## src/rtl/uart_tx_arbiter.sv

```systemverilog
// Two-source UART transmit arbiter with burst-level grants and a one-cycle registered strobe from owner request to UART.
// Backpressure: the owner sees tx_busy in GRANTED, otherwise busy; optional macro TX_ARB_ACK_TIMEOUT_EN aborts unacknowledged bytes.
module uart_tx_arbiter #(
    parameter int ACK_TIMEOUT = 16,
    parameter int START_PRIO  = 0
) (
    input  logic       clock,
    input  logic       reset,
    input  logic       src0_active,
    input  logic       src0_tran_data,
    input  logic [7:0] src0_byte,
    output logic       src0_tx_busy,
    input  logic       src1_active,
    input  logic       src1_tran_data,
    input  logic [7:0] src1_byte,
    output logic       src1_tx_busy,
    input  logic       tx_busy,
    output logic [7:0] transmit_byte,
    output logic       tran_data,
    output logic [1:0] grant,
    output logic       arb_busy,
    output logic       ack_timeout_err
);

    typedef enum logic [1:0] {
        IDLE      = 2'd0,
        GRANTED   = 2'd1,
        WAIT_RISE = 2'd2,
        WAIT_FALL = 2'd3
    } state_t;

    // last_grant holds the index of the previous owner; seeded so START_PRIO wins the first tie
    localparam logic LAST_RST = (START_PRIO == 0);

    state_t     state_q, state_d;
    logic [1:0] grant_q, grant_d;
    logic       last_grant_q, last_grant_d;
    logic       tran_data_q, tran_data_d;
    logic [7:0] byte_q, byte_d;

    logic       owner_idx;
    logic       own_active;
    logic       own_req;
    logic [7:0] own_byte;
    logic       timeout_hit;

    assign owner_idx  = grant_q[1];
    assign own_active = owner_idx ? src1_active    : src0_active;
    assign own_req    = owner_idx ? src1_tran_data : src0_tran_data;
    assign own_byte   = owner_idx ? src1_byte      : src0_byte;

`ifdef TX_ARB_ACK_TIMEOUT_EN
    localparam int            CW       = (ACK_TIMEOUT > 1) ? $clog2(ACK_TIMEOUT) : 1;
    localparam logic [CW-1:0] CNT_LAST = CW'(ACK_TIMEOUT - 1);

    logic [CW-1:0] cnt_q, cnt_d;
    logic          err_q;

    assign timeout_hit = (state_q == WAIT_RISE) && !tx_busy && (cnt_q == CNT_LAST);

    // Counter is held at zero outside WAIT_RISE so every entry starts fresh
    always_comb begin
        cnt_d = cnt_q;
        if (state_q != WAIT_RISE) begin
            cnt_d = '0;
        end else if (!tx_busy && !timeout_hit) begin
            cnt_d = cnt_q + 1'b1;
        end
    end

    always_ff @(posedge clock or negedge reset) begin
        if (!reset) begin
            cnt_q <= '0;
            err_q <= 1'b0;
        end else begin
            cnt_q <= cnt_d;
            err_q <= timeout_hit;
        end
    end

    assign ack_timeout_err = err_q;
`else
    logic unused_timeout;
    assign unused_timeout  = (ACK_TIMEOUT != 0);
    assign timeout_hit     = 1'b0;
    assign ack_timeout_err = 1'b0;
`endif

    always_comb begin
        state_d      = state_q;
        grant_d      = grant_q;
        last_grant_d = last_grant_q;
        tran_data_d  = 1'b0;
        byte_d       = byte_q;
        case (state_q)
            IDLE: begin
                if (src0_active && src1_active) begin
                    grant_d = last_grant_q ? 2'b01 : 2'b10;
                    state_d = GRANTED;
                end else if (src0_active) begin
                    grant_d = 2'b01;
                    state_d = GRANTED;
                end else if (src1_active) begin
                    grant_d = 2'b10;
                    state_d = GRANTED;
                end
            end
            GRANTED: begin
                // A pending byte takes precedence over the end of the burst
                if (own_req && !tx_busy) begin
                    byte_d      = own_byte;
                    tran_data_d = 1'b1;
                    state_d     = WAIT_RISE;
                end else if (!own_active) begin
                    last_grant_d = owner_idx;
                    grant_d      = 2'b00;
                    state_d      = IDLE;
                end
            end
            WAIT_RISE: begin
                if (tx_busy) begin
                    state_d = WAIT_FALL;
                end else if (timeout_hit) begin
                    state_d = GRANTED;
                end
            end
            WAIT_FALL: begin
                if (!tx_busy) begin
                    state_d = GRANTED;
                end
            end
            default: begin
                state_d = IDLE;
                grant_d = 2'b00;
            end
        endcase
    end

    always_ff @(posedge clock or negedge reset) begin
        if (!reset) begin
            state_q      <= IDLE;
            grant_q      <= 2'b00;
            last_grant_q <= LAST_RST;
            tran_data_q  <= 1'b0;
            byte_q       <= 8'h00;
        end else begin
            state_q      <= state_d;
            grant_q      <= grant_d;
            last_grant_q <= last_grant_d;
            tran_data_q  <= tran_data_d;
            byte_q       <= byte_d;
        end
    end

    assign src0_tx_busy  = (state_q == GRANTED && grant_q[0]) ? tx_busy : 1'b1;
    assign src1_tx_busy  = (state_q == GRANTED && grant_q[1]) ? tx_busy : 1'b1;
    assign arb_busy      = (state_q != IDLE);
    assign tran_data     = tran_data_q;
    assign transmit_byte = byte_q;
    assign grant         = grant_q;

endmodule

```

## config.mk

```make
export PLATFORM = sky130hd
export DESIGN_NAME = uart_tx_arbiter
export DESIGN_NICKNAME = d
export VERILOG_FILES = /design/src/rtl/uart_tx_arbiter.sv
export SDC_FILE = /design/constraint.sdc
export NUM_CORES = 1
export LEC_CHECK = 0
export CAP_MARGIN = 40
export CORE_MARGIN = 2
export CORE_UTILIZATION = 40
export CTS_CLUSTER_SIZE = 25
export DETAILED_ROUTE_END_ITERATION = 10
export PLACE_DENSITY = 0.88
export SLEW_MARGIN = 20
export SYNTH_ARGS = -nofsm -noshare
export SYNTH_HDL_FRONTEND = slang
export SYNTH_SLANG_ARGS = --single-unit
```

## constraint.sdc

```tcl
create_clock -name clock -period 1.76 [get_ports clock]
set_input_delay 0.264 -clock clock [delete_from_list [all_inputs] [get_ports clock]]
set_output_delay 0.264 -clock clock [all_outputs]
set_load 0.03 [all_outputs]
```

# == After elaboration in Yosys (flattened, before gate mapping) ==
# Cells that the tools add are included.
# totals
elab_cells,49
input_bits,23
reg_bits,14
output_inout_bits,15
# op_classes
eq_ne,9
bitwise,2
muxes,21
n_reduce_logical,12
# ops
operator,n
2-bit two-way mux,12
8-bit two-way mux,1
"2-bit != test, second input constant",4
2-bit one-hot mux with 4 select lines,1
4-bit AND reduction,2
1-bit two-way mux,6
"2-bit equality test, second input constant",2
1-bit logical AND,4
"4-bit != test, second input constant",1
2-bit one-hot mux with 2 select lines,1
2-bit nonzero test,2
"3-bit != test, second input constant",1
3-bit AND reduction,1
"2-bit by 1-bit equality test with 1-bit output, second input constant",1
2-bit logical NOT,1
1-bit NOT,2
2-bit AND reduction,1
1-bit logical NOT,1

# == Logic depth before layout (Yosys ltp) ==
# depth
word_depth,4
depth_mapped,7
ltp_nobuf,6

# == Least setup slack after synthesis ==
# Ideal clock, no wire load.
# synth_timing
path_type,register to register
startpoint,register grant_q[1] (netlist: grant[1])
endpoint,register grant_q[0] (netlist: grant[0])
path_buffers,1
arrival_time_ps,1369
setup_ps,130
period_less_slack_ps,1499
path_slack_ps,261
stages_incl_launch_ff,6
required_time_ps,1630
cell_sequence,dfrtp_1 buf_4 mux2i_2 o21ai_0 a21oi_1 o21ai_0
# synth_via
elab_chain_cells,4
elab_cells_between_ends,6
classes_between,eq/ne: 2; mux: 2; reduce/logical: 2
# synth_rtl
item,line_no,source
start: declaration,36,"logic [1:0] grant_q, grant_d;"
start signal: assignment,148,grant_q <= grant_d;
1-bit two-way mux,49,assign own_req = owner_idx ? src1_tran_data : src0_tran_data;
1-bit logical AND,110,if (own_req && !tx_busy) begin
2-bit != test (no line),n/a,
4-bit AND reduction (no line) (*),n/a,
# Mark *: on every way between the ends. The rest lies on a longest branch, timed or not.
# A chain may end at the register's enable or synchronous reset.

# == Worst setup path after layout ==
# layout_timing
startpoint,register state_q[1]
endpoint,output src1_tx_busy
# layout_via
elab_chain_cells,3
# layout_rtl
item,line_no,source
start: declaration,35,"state_t state_q, state_d;"
start signal: assignment,147,state_q <= state_d;
2-bit by 1-bit equality test with 1-bit output,156,assign src1_tx_busy = (state_q == GRANTED && grant_q[1]) ? tx_busy : 1'b1;
1-bit logical AND,156,
1-bit two-way mux,156,
end: declaration,16,"output logic src1_tx_busy,"
# Every way passes these cells.

==> summary.txt <==
Global route
  – First-pass GRT wire length: 3190 um
  – Total congestion overflow: 0
  – Antenna violations before repair: 0
  – Vias in the first global route: 754
  – Largest net degree at the start of global routing: 18
  – Total GRT Usage: 17.0%

STA
  – Fmax: 591 MHz
  – Tmin final: 1.69 ns
  – Slew margin rel.: 58.9%
  – Final setup viols: 0
  – Slew @ Worst Pin: 0.615 ns
  – Final hold viol count: 0
  – Clk_skew: 0.00122 ns
  – Part of the cycle the worst path needs: 96.1%
  – Pins Over Slew Limit: 0

Setup path
  – Crit path launch type: flop
  – Critical path origin: state_q[1]$_DFFE_PN0P_
  – Worst r2r path cells: 6
  – Max incr delay on CP: 0.39 ns
  – CP Data Arrival Time: 1.43 ns
  – Crit path max fanout: 4
  – Critical Path RT: 1.50 ns
  – Worst setup EP type: output pin
  – Reg-to-reg setup timing slack: 0.28 ns
  – Crit path capture: src1_tx_busy
  – Critical path class: reg -> out
  – Critical R2R Launch: state_q[0]$_DFFE_PN0P_
  – CP cell instances: inv_2 -> ha_2 -> inv_1 -> nor2_2 -> nand2_1 -> buf_4
  – R2r endpoint: state_q[1]$_DFFE_PN0P_
  – Critical Path Slowest Stage Cell: dfrtp_1

Clock tree
  – Clk_lat worst skew: 0.27 ns
  – Total CTS buffers: 3
  – TritonCTS clock tree: yes
  – Clock Path Buffers: 2
  – Reg clk slew, reported paths: 0.08 ns
  – Clk root buf: clkbuf_4
  – H-tree Lvls: 1
  – # clock sinks: 14

Yosys
  – Syn Inst Count: 83
  – Mean Syn Cell Area: 9.72 um2
  – Ys Warns: 0
  – Syn nets: 110
  – Top-area cell type share of the netlist area: 40.3%
  – Yosys reg bits: 14
  – Mapped Area: 807 um2
  – Sequential area share after synthesis: 43.6%
  – Yosys cell types: 25
  – Area leader, netlist: dfrtp_1
  – Largest cells by area after synthesis: dfrtp_1 40%, mux2i_1 12%, ha_1 6.2%, a21oi_1 5.0%, nor2_1 4.7%

Detailed routing
  – Detail Route Antenna Nets: 0
  – Vias: 747
  – Drt wl/cell: 12.5 um
  – Final WL: 1870 um
  – # DRC: 0
  – DRT iter0 DRCs: 11
  – Via density: 5.01
  – Drt first pass iters: 4

Floorplanning
  – Die height: 48.9 um
  – Die width: 48.9 um
  – Initial Util: 42.0%
  – Io pins: 38
  – Core Region: 1920 um2
  – Std cell rows: 16
  – Full die area: 2390 um2

Layout
  – Layout cells sized above 1: 14.8%
  – Final Non-Filler Cells: 149
  – Fillers: 168
  – Syn-to-layout area delta: 50.5%
  – Diodes inserted: 0
  – Design area: 1210 um2
  – Multi-input logic area: 407 um2
  – Fin nets: 150
  – FF/Latch Area: 352 um2

Hold path
  – Hold Crit Class: in -> async

Placement
  – DP Cell Count: 144
  – Placer Congestion: 0.808
  – Placed Area: 1180 um2
  – Port bufs: 36
  – HPWL Detailed: 1510 um

Outcome
  – Outcome: complete, no violations

Pwr
  – Power per cell area: 1630 nW/um2
  – Leakage power: 0.510 nW
  – Peak VDD IR: 0.831 mV
  – Final Power: 1.99 mW

Run
  – Max-cap viol count: 0
[how the worst min path moves through the flow]
stage	endpoint	slack (ns)	startpoint	cells after the start
2_1_floorplan	grant[0]$_DFFE_PN0P_	-0.03	reset	0
3_3_place_gp	transmit_byte[1]$_DFFE_PN0P_	0.50	transmit_byte[1]$_DFFE_PN0P_	2
3_5_place_dp	transmit_byte[6]$_DFFE_PN0P_	0.52	transmit_byte[6]$_DFFE_PN0P_	2
4_1_cts	transmit_byte[4]$_DFFE_PN0P_	0.39	reset	1
5_1_grt	grant[1]$_DFFE_PN0P_	0.42	reset	1
6_report	tran_data$_DFF_PN0_	0.38	reset	1
[state kept, by name, indices dropped and copies added, names as in the netlist]
register and cells:
grant 2, transmit_byte 8, state_q 2, last_grant_q 1, tran_data 1
[layout make-up]
| cell class | count | area share (%) |
|---|---|---|
| Clock buffer | 4 | 2.16 |
| Inverter | 5 | 1.54 |
| Multi-Input combinational cell | 59 | 33.5 |
| Sequential cell | 14 | 28.9 |
| Tap cell | 27 | 2.78 |
| Timing Repair Buffer | 40 | 31.1 |
[cell usage in the layout, fill, tap and decap left out, drive strengths merged, types with 4 or more instances in the layout]
| cell | n |
|---|---|
| clkdlybuf4s50 | 32 |
| ha | 4 |
| clkbuf | 5 |
| buf | 7 |
| nor2 | 10 |
| nand2 | 6 |
| inv | 5 |
| o21ai | 7 |
| o211ai | 4 |
| dfrtp | 13 |
| mux2i | 11 |
| a21oi | 9 |
[layer usage]
layer  wire (um)  GRT usage, %  vias up
met5           0             0        -
met4           0          2.38        0
met1         744          18.5      355
met3         152          6.75        0
met2         970          31.5       31
li1            -             -      361
[per-stage QoR]
stage	utilization, %	setup TNS [ns]	hold slack [ns]	setup slack, ns
finish	63.2	0	0.376	0.0694
global route	63.2	-0.00177	0.418	-0.00177
CTS	63.0	0	0.388	0.0125
detailed placement	61.5	0	0.522	0.0460
global placement	61.5	0	0.499	0.0977
floorplan	-	0	-0.0316	0.261
[where the power goes]
group,switching (mW),internal [mW],leakage [nW]
sequential,0.109,0.480,0.163
combinational,0.699,0.517,0.332
clock,0.0941,0.0876,0.0150
total,0.901,1.08,0.510
[repair_timing]
action,4_1_cts,5_1_grt
setup buffers,0,1
gates resized for setup,3,3
hold buffers,0,0
setup endpoints to repair,3,3
[worst max-delay path, delay by kind of cell, from the launching register on]
kind	cells	cell delay, ns
buffers and inverters	3	0.35
flip-flops	1	0.39
AND/OR/NAND/NOR	2	0.22
adder cells (fa/ha/maj)	1	0.20
[cell usage after synthesis, drive strengths merged]
master / n
a211o: 1
a21oi: 9
a22o: 1
buf: 4
clkbuf: 1
conb: 1
dfrtp: 13
dfstp: 1
ha: 4
inv: 5
mux2i: 11
nand2: 6
nand2b: 1
nand3: 1
nor2: 10
nor2b: 1
nor3: 1
o211ai: 4
o21ai: 7
o31a: 1
[logic make-up after synthesis]
kind of cell | Yosys count | synth area share [%]
AND/OR/NAND/NOR | 20 | 11.6
multiplexers | 11 | 14.1
AO/OA/AOI/OAI | 23 | 17.4
adder cells (fa/ha/maj) | 4 | 6.20
flip-flops | 14 | 43.6
other | 1 | 0.465
buffers and inverters | 10 | 6.67
No activity file was read; power rests on OpenSTA's default activity.
